### config.mk
export PLATFORM = sky130hd
export DESIGN_NAME = seq_shift_add_multiplier_flat
export DESIGN_NICKNAME = d
export VERILOG_FILES = /design/src/rtl/mult_pkg.sv /design/src/rtl/seq_shift_add_multiplier_if.sv /design/src/rtl/mult_add_step.sv /design/src/rtl/seq_shift_add_multiplier.sv /design/src/flat_wrapper.sv
export SDC_FILE = /design/constraint.sdc
export NUM_CORES = 1
export LEC_CHECK = 0
export BUFFER_PORTS_ARGS = -buffer_cell sky130_fd_sc_hd__buf_4
export CORE_ASPECT_RATIO = 1.5
export CORE_MARGIN = 2
export CORE_UTILIZATION = 39
export CTS_CLUSTER_DIAMETER = 50
export DETAILED_ROUTE_END_ITERATION = 8
export PLACE_DENSITY = 0.65
export SETUP_SLACK_MARGIN = 0.1
export SYNTH_ARGS = -nofsm -noshare
export SYNTH_HDL_FRONTEND = slang
export SYNTH_SLANG_ARGS = --single-unit
### constraint.sdc
create_clock -name clk -period 2.39 [get_ports clk]
set_input_delay 0.239 -clock clk [delete_from_list [all_inputs] [get_ports clk]]
set_output_delay 0.239 -clock clk [all_outputs]
set_load 0.05 [all_outputs]
### src/rtl/mult_pkg.sv
// Shared types and helpers for the sequential shift-add multiplier.
package mult_pkg;

  typedef enum logic [1:0] {
    IDLE,
    RUN,
    DONE
  } state_t;

  // Bits needed to hold an iteration count of 0..width.
  function automatic int cnt_width(input int width);
    return $clog2(width + 1);
  endfunction

  // Two's-complement magnitude of the low 'width' bits of v.
  // The most negative value maps to 2^(width-1), which still fits unsigned.
  function automatic logic [63:0] twos_mag(input logic [63:0] v, input int unsigned width);
    logic [63:0] mask;
    mask = (64'd1 << width) - 64'd1;
    if (v[width-1]) return (~v + 64'd1) & mask;
    return v & mask;
  endfunction

endpackage

### src/rtl/seq_shift_add_multiplier_if.sv
// Operand / result handshake bundle for seq_shift_add_multiplier.
interface seq_shift_add_multiplier_if #(
  parameter int WIDTH = 4
);
  logic                 in_valid;
  logic                 in_ready;
  logic                 signed_mode;
  logic [WIDTH-1:0]     a;
  logic [WIDTH-1:0]     b;
  logic                 out_valid;
  logic                 out_ready;
  logic [2*WIDTH-1:0]   product;
  logic                 busy;

  modport master (
    output in_valid, signed_mode, a, b, out_ready,
    input  in_ready, out_valid, product, busy
  );

  modport slave (
    input  in_valid, signed_mode, a, b, out_ready,
    output in_ready, out_valid, product, busy
  );
endinterface

### src/rtl/mult_add_step.sv
// One radix-2 iteration: conditional add of the multiplicand into the upper
// accumulator half, then a right shift of the whole {acc_hi, acc_lo} pair.
module mult_add_step #(
  parameter int WIDTH = 4
) (
  input  logic [WIDTH-1:0] acc_hi,
  input  logic [WIDTH-1:0] acc_lo,
  input  logic [WIDTH-1:0] mcand,
  output logic [WIDTH-1:0] nxt_hi,
  output logic [WIDTH-1:0] nxt_lo
);
  logic [WIDTH:0] sum;

  // acc_lo holds the not-yet-consumed multiplier bits; its LSB gates the add.
  always_comb begin
    sum    = {1'b0, acc_hi} + (acc_lo[0] ? {1'b0, mcand} : '0);
    nxt_hi = sum[WIDTH:1];
    nxt_lo = {sum[0], acc_lo[WIDTH-1:1]};
  end
endmodule

### src/rtl/seq_shift_add_multiplier.sv
// Sequential WIDTH x WIDTH multiplier, one multiplier bit per clock,
// unsigned or two's-complement per operation, valid/ready on both sides.
module seq_shift_add_multiplier
  import mult_pkg::*;
#(
  parameter int WIDTH = 4
) (
  input logic                      clk,
  input logic                      rst,
  seq_shift_add_multiplier_if.slave bus
);
  localparam int CW = cnt_width(WIDTH);

  state_t             state, state_nx;
  logic [WIDTH-1:0]   mcand;
  logic [WIDTH-1:0]   acc_hi;
  logic [WIDTH-1:0]   acc_lo;
  logic               neg;
  logic [CW-1:0]      count;
  logic [2*WIDTH-1:0] product_r;
  logic [WIDTH-1:0]   step_hi, step_lo;
  logic [WIDTH-1:0]   mag_a, mag_b;
  logic [2*WIDTH-1:0] prod_mag;
  logic               last;
  logic               accept;

  assign last     = (count == CW'(WIDTH - 1));
  assign accept   = bus.in_valid && (state == IDLE);
  assign prod_mag = {step_hi, step_lo};

  assign bus.in_ready  = (state == IDLE);
  assign bus.out_valid = (state == DONE);
  assign bus.busy      = (state != IDLE);
  assign bus.product   = product_r;

  // Operand magnitudes; raw operands pass through in unsigned mode.
  always_comb begin
    mag_a = bus.signed_mode ? WIDTH'(twos_mag(64'(bus.a), WIDTH)) : bus.a;
    mag_b = bus.signed_mode ? WIDTH'(twos_mag(64'(bus.b), WIDTH)) : bus.b;
  end

  mult_add_step #(.WIDTH(WIDTH)) u_step (
    .acc_hi (acc_hi),
    .acc_lo (acc_lo),
    .mcand  (mcand),
    .nxt_hi (step_hi),
    .nxt_lo (step_lo)
  );

  // FSM state register.
  always_ff @(posedge clk) begin
    if (rst) state <= IDLE;
    else     state <= state_nx;
  end

  // Next-state logic: IDLE -> RUN for WIDTH cycles -> DONE until consumed.
  always_comb begin
    state_nx = state;
    case (state)
      IDLE:    if (bus.in_valid) state_nx = RUN;
      RUN:     if (last)         state_nx = DONE;
      DONE:    if (bus.out_ready) state_nx = IDLE;
      default: state_nx = IDLE;
    endcase
  end

  // Datapath: operand capture on accept, iteration in RUN, signed fix-up on the last step.
  always_ff @(posedge clk) begin
    if (rst) begin
      mcand     <= '0;
      acc_hi    <= '0;
      acc_lo    <= '0;
      neg       <= 1'b0;
      count     <= '0;
      product_r <= '0;
    end else begin
      case (state)
        IDLE: begin
          if (accept) begin
            mcand  <= mag_a;
            acc_hi <= '0;
            acc_lo <= mag_b;
            neg    <= bus.signed_mode && (bus.a[WIDTH-1] ^ bus.b[WIDTH-1]);
            count  <= '0;
          end
        end
        RUN: begin
          acc_hi <= step_hi;
          acc_lo <= step_lo;
          count  <= count + CW'(1);
          if (last) product_r <= neg ? -prod_mag : prod_mag;
        end
        default: ;
      endcase
    end
  end
endmodule
### src/flat_wrapper.sv
// flat-port wrapper written by rule: the top's interface ports become plain ports
module seq_shift_add_multiplier_flat import mult_pkg::*;
#(
  parameter int WIDTH = 4
)
  (clk, rst, bus_in_valid, bus_signed_mode, bus_a, bus_b, bus_out_ready, bus_in_ready, bus_out_valid, bus_product, bus_busy);
  seq_shift_add_multiplier_if #(.WIDTH(WIDTH)) bus_i ();
  input logic clk;
  input logic rst;
  input wire logic [$bits(bus_i.in_valid)-1:0] bus_in_valid;
  input wire logic [$bits(bus_i.signed_mode)-1:0] bus_signed_mode;
  input wire logic [$bits(bus_i.a)-1:0] bus_a;
  input wire logic [$bits(bus_i.b)-1:0] bus_b;
  input wire logic [$bits(bus_i.out_ready)-1:0] bus_out_ready;
  output wire logic [$bits(bus_i.in_ready)-1:0] bus_in_ready;
  output wire logic [$bits(bus_i.out_valid)-1:0] bus_out_valid;
  output wire logic [$bits(bus_i.product)-1:0] bus_product;
  output wire logic [$bits(bus_i.busy)-1:0] bus_busy;
  assign bus_i.in_valid = bus_in_valid;
  assign bus_i.signed_mode = bus_signed_mode;
  assign bus_i.a = bus_a;
  assign bus_i.b = bus_b;
  assign bus_i.out_ready = bus_out_ready;
  assign bus_in_ready = bus_i.in_ready;
  assign bus_out_valid = bus_i.out_valid;
  assign bus_product = bus_i.product;
  assign bus_busy = bus_i.busy;
  seq_shift_add_multiplier #(.WIDTH(WIDTH)) u_core (.clk(clk), .rst(rst), .bus(bus_i));
endmodule
### Word-level counts from Yosys, hierarchy flattened

Index checks and enable logic that the tools add are counted.

* flip-flop bits (word level): 26
* latch bits: 0
* memory bits (writable): 0
* ROM bits: 0
* bits of input ports: 13
* output and inout port bits: 11
* memories: 0

* $add $sub $neg: 5
* multipliers: 0
* divide/modulo/power cells: 0
* order comparisons: 0
* equal/unequal tests: 7
* shift-type cells: 0
* mux-type cells: 20
* bitwise operators: 3
* reduce and logical (&&, ||, !) cells: 9

Operators with widths (number)
* $mux 4: 9
* $pmux 4 s2: 2
* $add 4x1->4 const B: 2
* $mux 8: 1
* $neg 8->8: 1
* $not 4->4: 2
* $mux 2: 3
* $pmux 2 s3: 1
* $pmux 3 s2: 1
* $reduce_and 2->1: 3
* $add 4x5->5: 1
* $ne 2x1->1 const B: 2
* $ne 2x2->1 const B: 2
* $reduce_bool 2->1: 2
* $add 3x1->3 const B: 1
* $eq 3x2->1 const B: 1
* $mux 3: 1
* $reduce_and 3->1: 1
* $eq 2x1->1 const B: 1
* $eq 2x2->1 const B: 1
* $logic_and 1x1->1: 2
* $logic_not 2->1: 1
* $mux 1: 2
* $xor 1x1->1: 1

### Depth between registers and ports, before layout

* depth after elaboration: 7
* mapped depth: 8
* gate-level depth less buffers: 8

### By module

From an unflattened synthesis, not the netlist that was laid out.

* cells, all modules: 166
* area total of the unflattened synthesis: 1432.6 um2

Modules (own cells, without submodules)
* seq_shift_add_multiplier: times used 1, cells an instance 143, area each 1251.2 um2, sequential area each 520.5 um2
* mult_add_step: times used 1, cells an instance 23, area each 181.4 um2, sequential area each 0.0 um2

### Least setup slack after synthesis

Ideal clock, no wire load.

* path kind: reg-to-reg
* start: register u_core.acc_lo[0]
* end: register u_core.product_r[7] (netlist: u_core.bus.product[7])
* data arrival time: 2.279 ns
* setup slack: 0.034 ns
* cell stages (with the launch flop): 9
* path buffers: 0
* clock period less this slack: 2.356 ns
* cells stage by stage: dfxtp_1 -> and2_1 -> ha_1 -> fa_1 -> or3_4 -> nor2_2 -> nand3_1 -> or4_1 -> a41oi_2

* longest elaborated chain between the ends: 4

RTL lines
* from (decl): line seq_shift_add_multiplier.sv:17 `logic [WIDTH-1:0] acc_lo;`
* from (signal assigned): line seq_shift_add_multiplier.sv:82 `acc_lo <= mag_b;`
* from (signal assigned): line seq_shift_add_multiplier.sv:89 `acc_lo <= step_lo;`
* $mux 4 *: line mult_add_step.sv:16 `sum = {1'b0, acc_hi} + (acc_lo[0] ? {1'b0, mcand} : '0);`
* $add 4x5->5 *: line mult_add_step.sv:16
* $neg 8->8: line seq_shift_add_multiplier.sv:91 `if (last) product_r <= neg ? -prod_mag : prod_mag;`
* $mux 8 *: line seq_shift_add_multiplier.sv:91
* to (signal assigned): line seq_shift_add_multiplier.sv:91
* to (decl): line seq_shift_add_multiplier.sv:20 `logic [2*WIDTH-1:0] product_r;`

Every way passes the cells marked *; elsewhere a longest branch is shown, timed or not.
A chain may end at the register's enable or synchronous reset.

### Worst setup path in the final report

Same ends and word-level chain as after synthesis.

==> metrics.md <==
| Metric | Value |
|---|---|
| Post-synth EDFFs | 0 |
| Multi-input gate area | 847.1 sq um |
| Max-cap viol count | 0 |
| Multiplexer area fraction after synthesis | 0.006969 |
| Mapped cell area | 1436 sq um |
| Die W | 53.55 microns |
| DRT Wirelength | 2.887 mm |
| Nets | ~220 |
| Clk sinks | 26 |
| Ports | 24 |
| Minimum clock period | 2255 ps |
| Mapped Cells | 175 |
| Net count after synthesis | 198 |
| Later-pin clock latency in the skew report | between 200 and 300 ps |
| Diode count | 0 |
| Core ar. | between 3000 and 4000 sq um |
| Status | finished, final reports clean |
| Area leader, netlist | dfxtp_1 |
| VDD IR max | 251.2 uV |
| Fin Setup TNS | 0 ps |
| Place WS | 54.97 ps |
| Most frequent cell after synthesis | dfxtp_1 |
| Dominant cells by area after synthesis | dfxtp_1 (36%), ha_1 (7.8%), a21oi_1 (6.3%) |
| Starting Density | 0.3974 |
| Placer Congestion | 0.7654 |
| Pwr dens | around 560 nW/um^2 |
| Synth Area in Simple Gates | 0.2317 |
| Most frequent cells after synthesis | dfxtp_1 (26), nand2_1 (23), nor2_1 (19) |
| P&R area growth vs syn | 19.69% |
| Die Ht | 78.33 microns |
| Congestion Overflow GR | 0 |
| Vias in the first global route | 1154 |
| DR DRC count | 0 |
| Leak | between 0.0007 and 0.0008 uW |
| Worst Path Arrival | 2460 ps |
| Synth top area share | 0.3624 |
| FMAX | 443.4 MHz |
| Fin Clk Skew | 3.139 ps |
| Clock slew at reported path FFs | 90 ps |
| Largest family of logic cells by synthesized area | simple AND/OR/NAND/NOR gates |
| Final period util | 0.9437 |
| DIE AREA | 4194 sq um |
| Critical path type | reg -> reg |
| Distinct cells, synth | 33 |
| Row Count | 27 |
| Share of cells above drive strength 1 | 0.2000 |
| Detailed Route Iter0 Violations | 15 |
| RSZ-0062 raised after global routing | yes |
| Slew headroom | 0.7050 |
| Post-CTS Hold Fix Bufs | 0 |
| Post-Synth Adder-Cell Area | 0.09233 |
| Hold Slack | 222.7 ps |
| Largest net degree at the start of global routing | 27 |
| Worst-case clock buffer depth | 2 |
| 1st-pass router iterations | 4 |
| Total Routing Usage GR | 0.1560 |
| Root Driver | clkbuf_8 |
| Maximum level of the CTS H-tree | 1 |
| Clock tree from TritonCTS | done |
| Post-DP HPWL | 2.162 mm |
| Setup WS post-layout | 134.6 ps |
| Fillers | 370 |
| Initial antenna violation count | 0 |
| Async set-or-reset flop fraction in the synthesized netlist | 0 |
| Via count | ~1200 |
| Area of all sequential standard cells | 521.8 sq um |
| Kind of end point of the critical path | flop |
| Syn. warnings | 0 |
| Xor and xnor area share after synthesis | 0.06098 |
| Crit path max fanout | 5 |
| Mean Syn Cell Area | 8.208 sq um |
| Fin. Hold Viols | 0 |
| Seq/Total Area, Yosys | 0.3624 |
| Avg Vias per Cell | 5.130 |
| Number of port buffers | 23 |
| Critical Path Start Type | flop |
| Final setup violation count | 0 |
| Max Slew Vio Count | 0 |
| FF+latch count, synth | 26 |
| Slew @ Worst Pin | 442.5 ps |
| Synth Area in Compound Gates | 0.1777 |
| First-pass GRT wire length | about 5 mm |
| Post-CTS Setup Bufs | 0 |
| Required @ worst endpoint | 2590 ps |
| Hold/Removal Path Class | in -> reg |
| Design Power | 968.4 uW |
| CTS buffer count | 3 |
| Post-detailed-route wirelength per cell | 12.13 microns |
| Most used DFF post-synth | dfxtp_1 |
| Post-route ant nets | 0 |
-- cell families (layout without fill, tap and decap cells) --
| logic type | after synthesis | after routing |
|---|---|---|
| DFF | 26 | 26 |
| AOI/OAI and AO/OA | 39 | 39 |
| and+or+nand+nor | 71 | 71 |
| xor gates and xnor gates | 10 | 10 |
| muxes | 1 | 1 |
| adders and majority gates | 10 | 10 |
| buffers and inverters | 18 | 38 |
-- worst max-delay path: stages (launching register included) --
cell	delay, ps
dfxtp_2	340
and2_4	140
ha_4	150
fa_1	450
or3_4	360
nor2_4	100
nand3_2	90
or4_4	420
a41oi_2	130
-- stage by stage --
stage                     area (sq um)    util  instances
after floorplan                   1436       -        175
after global placement            1618  0.4476        234
after detailed placement          1618  0.4476        234
after CTS                         1690  0.4676        238
after global routing              1719  0.4756        238
final                             1719  0.4756        238
-- flip-flops by register name, indices dropped and copies added (netlist names) --
name,cells
u_core.bus.product,8
u_core.acc_hi,4
u_core.acc_lo,4
u_core.mcand,4
u_core.count,3
u_core.state,2
u_core.neg,1
-- what timing repair did --
item,in CTS,in global routing
cloned,0,0
setup endpoints to repair,1,2
pin swaps,0,1
gates resized for setup,1,6
-- routing by layer --
metal  global-route usage  up-vias  part of all wire
li1                     -      641                 -
met1               0.1685      553              0.41
met2               0.2877       19              0.55
met3              0.01901        8             0.021
met4              0.06667        0             0.024
met5                    0        -                 0
-- path summary, 6_finish.rpt --
check | startpoint | to | slack (ps) | cells past startpoint
worst min register to register | u_core.bus.product[0] | u_core.bus.product[0] | 460 | 2
worst min-delay path | bus_out_ready | u_core.state[1] | 220 | 3
worst max register to register | u_core.acc_lo[0] | u_core.bus.product[7] | 130 | 8
worst max-delay path | u_core.acc_lo[0] | u_core.bus.product[7] | 130 | 8
-- cells in the final DEF, fill, tap and decap left out, drive strengths merged --
master / instances
inv: 8
nor2: 20
nand3: 11
a31oi: 3
a21boi: 1
nor2b: 3
a221oi: 1
buf: 26
a21o: 2
dfxtp: 26
nand2: 23
or3: 1
bufinv: 1
a22oi: 2
xnor2: 5
xor2: 5
a211oi: 6
mux2i: 1
nand4: 2
o31ai: 4
a311oi: 1
a41oi: 1
nor3: 1
clkbuf: 3
ha: 9
or4: 1
and2: 6
a21oi: 18
fa: 1
nand2b: 3
-- area by class of cell --
| type | count | area share |
|---|---|---|
| clock buffer | 3 | 0.02402 |
| inverter | 8 | 0.01747 |
| sequential | 26 | 0.3035 |
| tap | 43 | 0.03130 |
| clock inverter | 1 | 0.01747 |
| multi-input combinational | 131 | 0.4927 |
| timing repair buffer | 26 | 0.1135 |
-- power breakdown --
| group | switching [uW] | internal [uW] | leakage, uW | total (uW) |
|---|---|---|---|---|
| clock | 139 | 224 | 0.0000357 | 363 |
| sequential | 15.2 | 448 | 0.000212 | 463 |
| combinational | 83.9 | 58.8 | 0.000480 | 143 |
No activity file was read; power rests on OpenSTA's default activity.
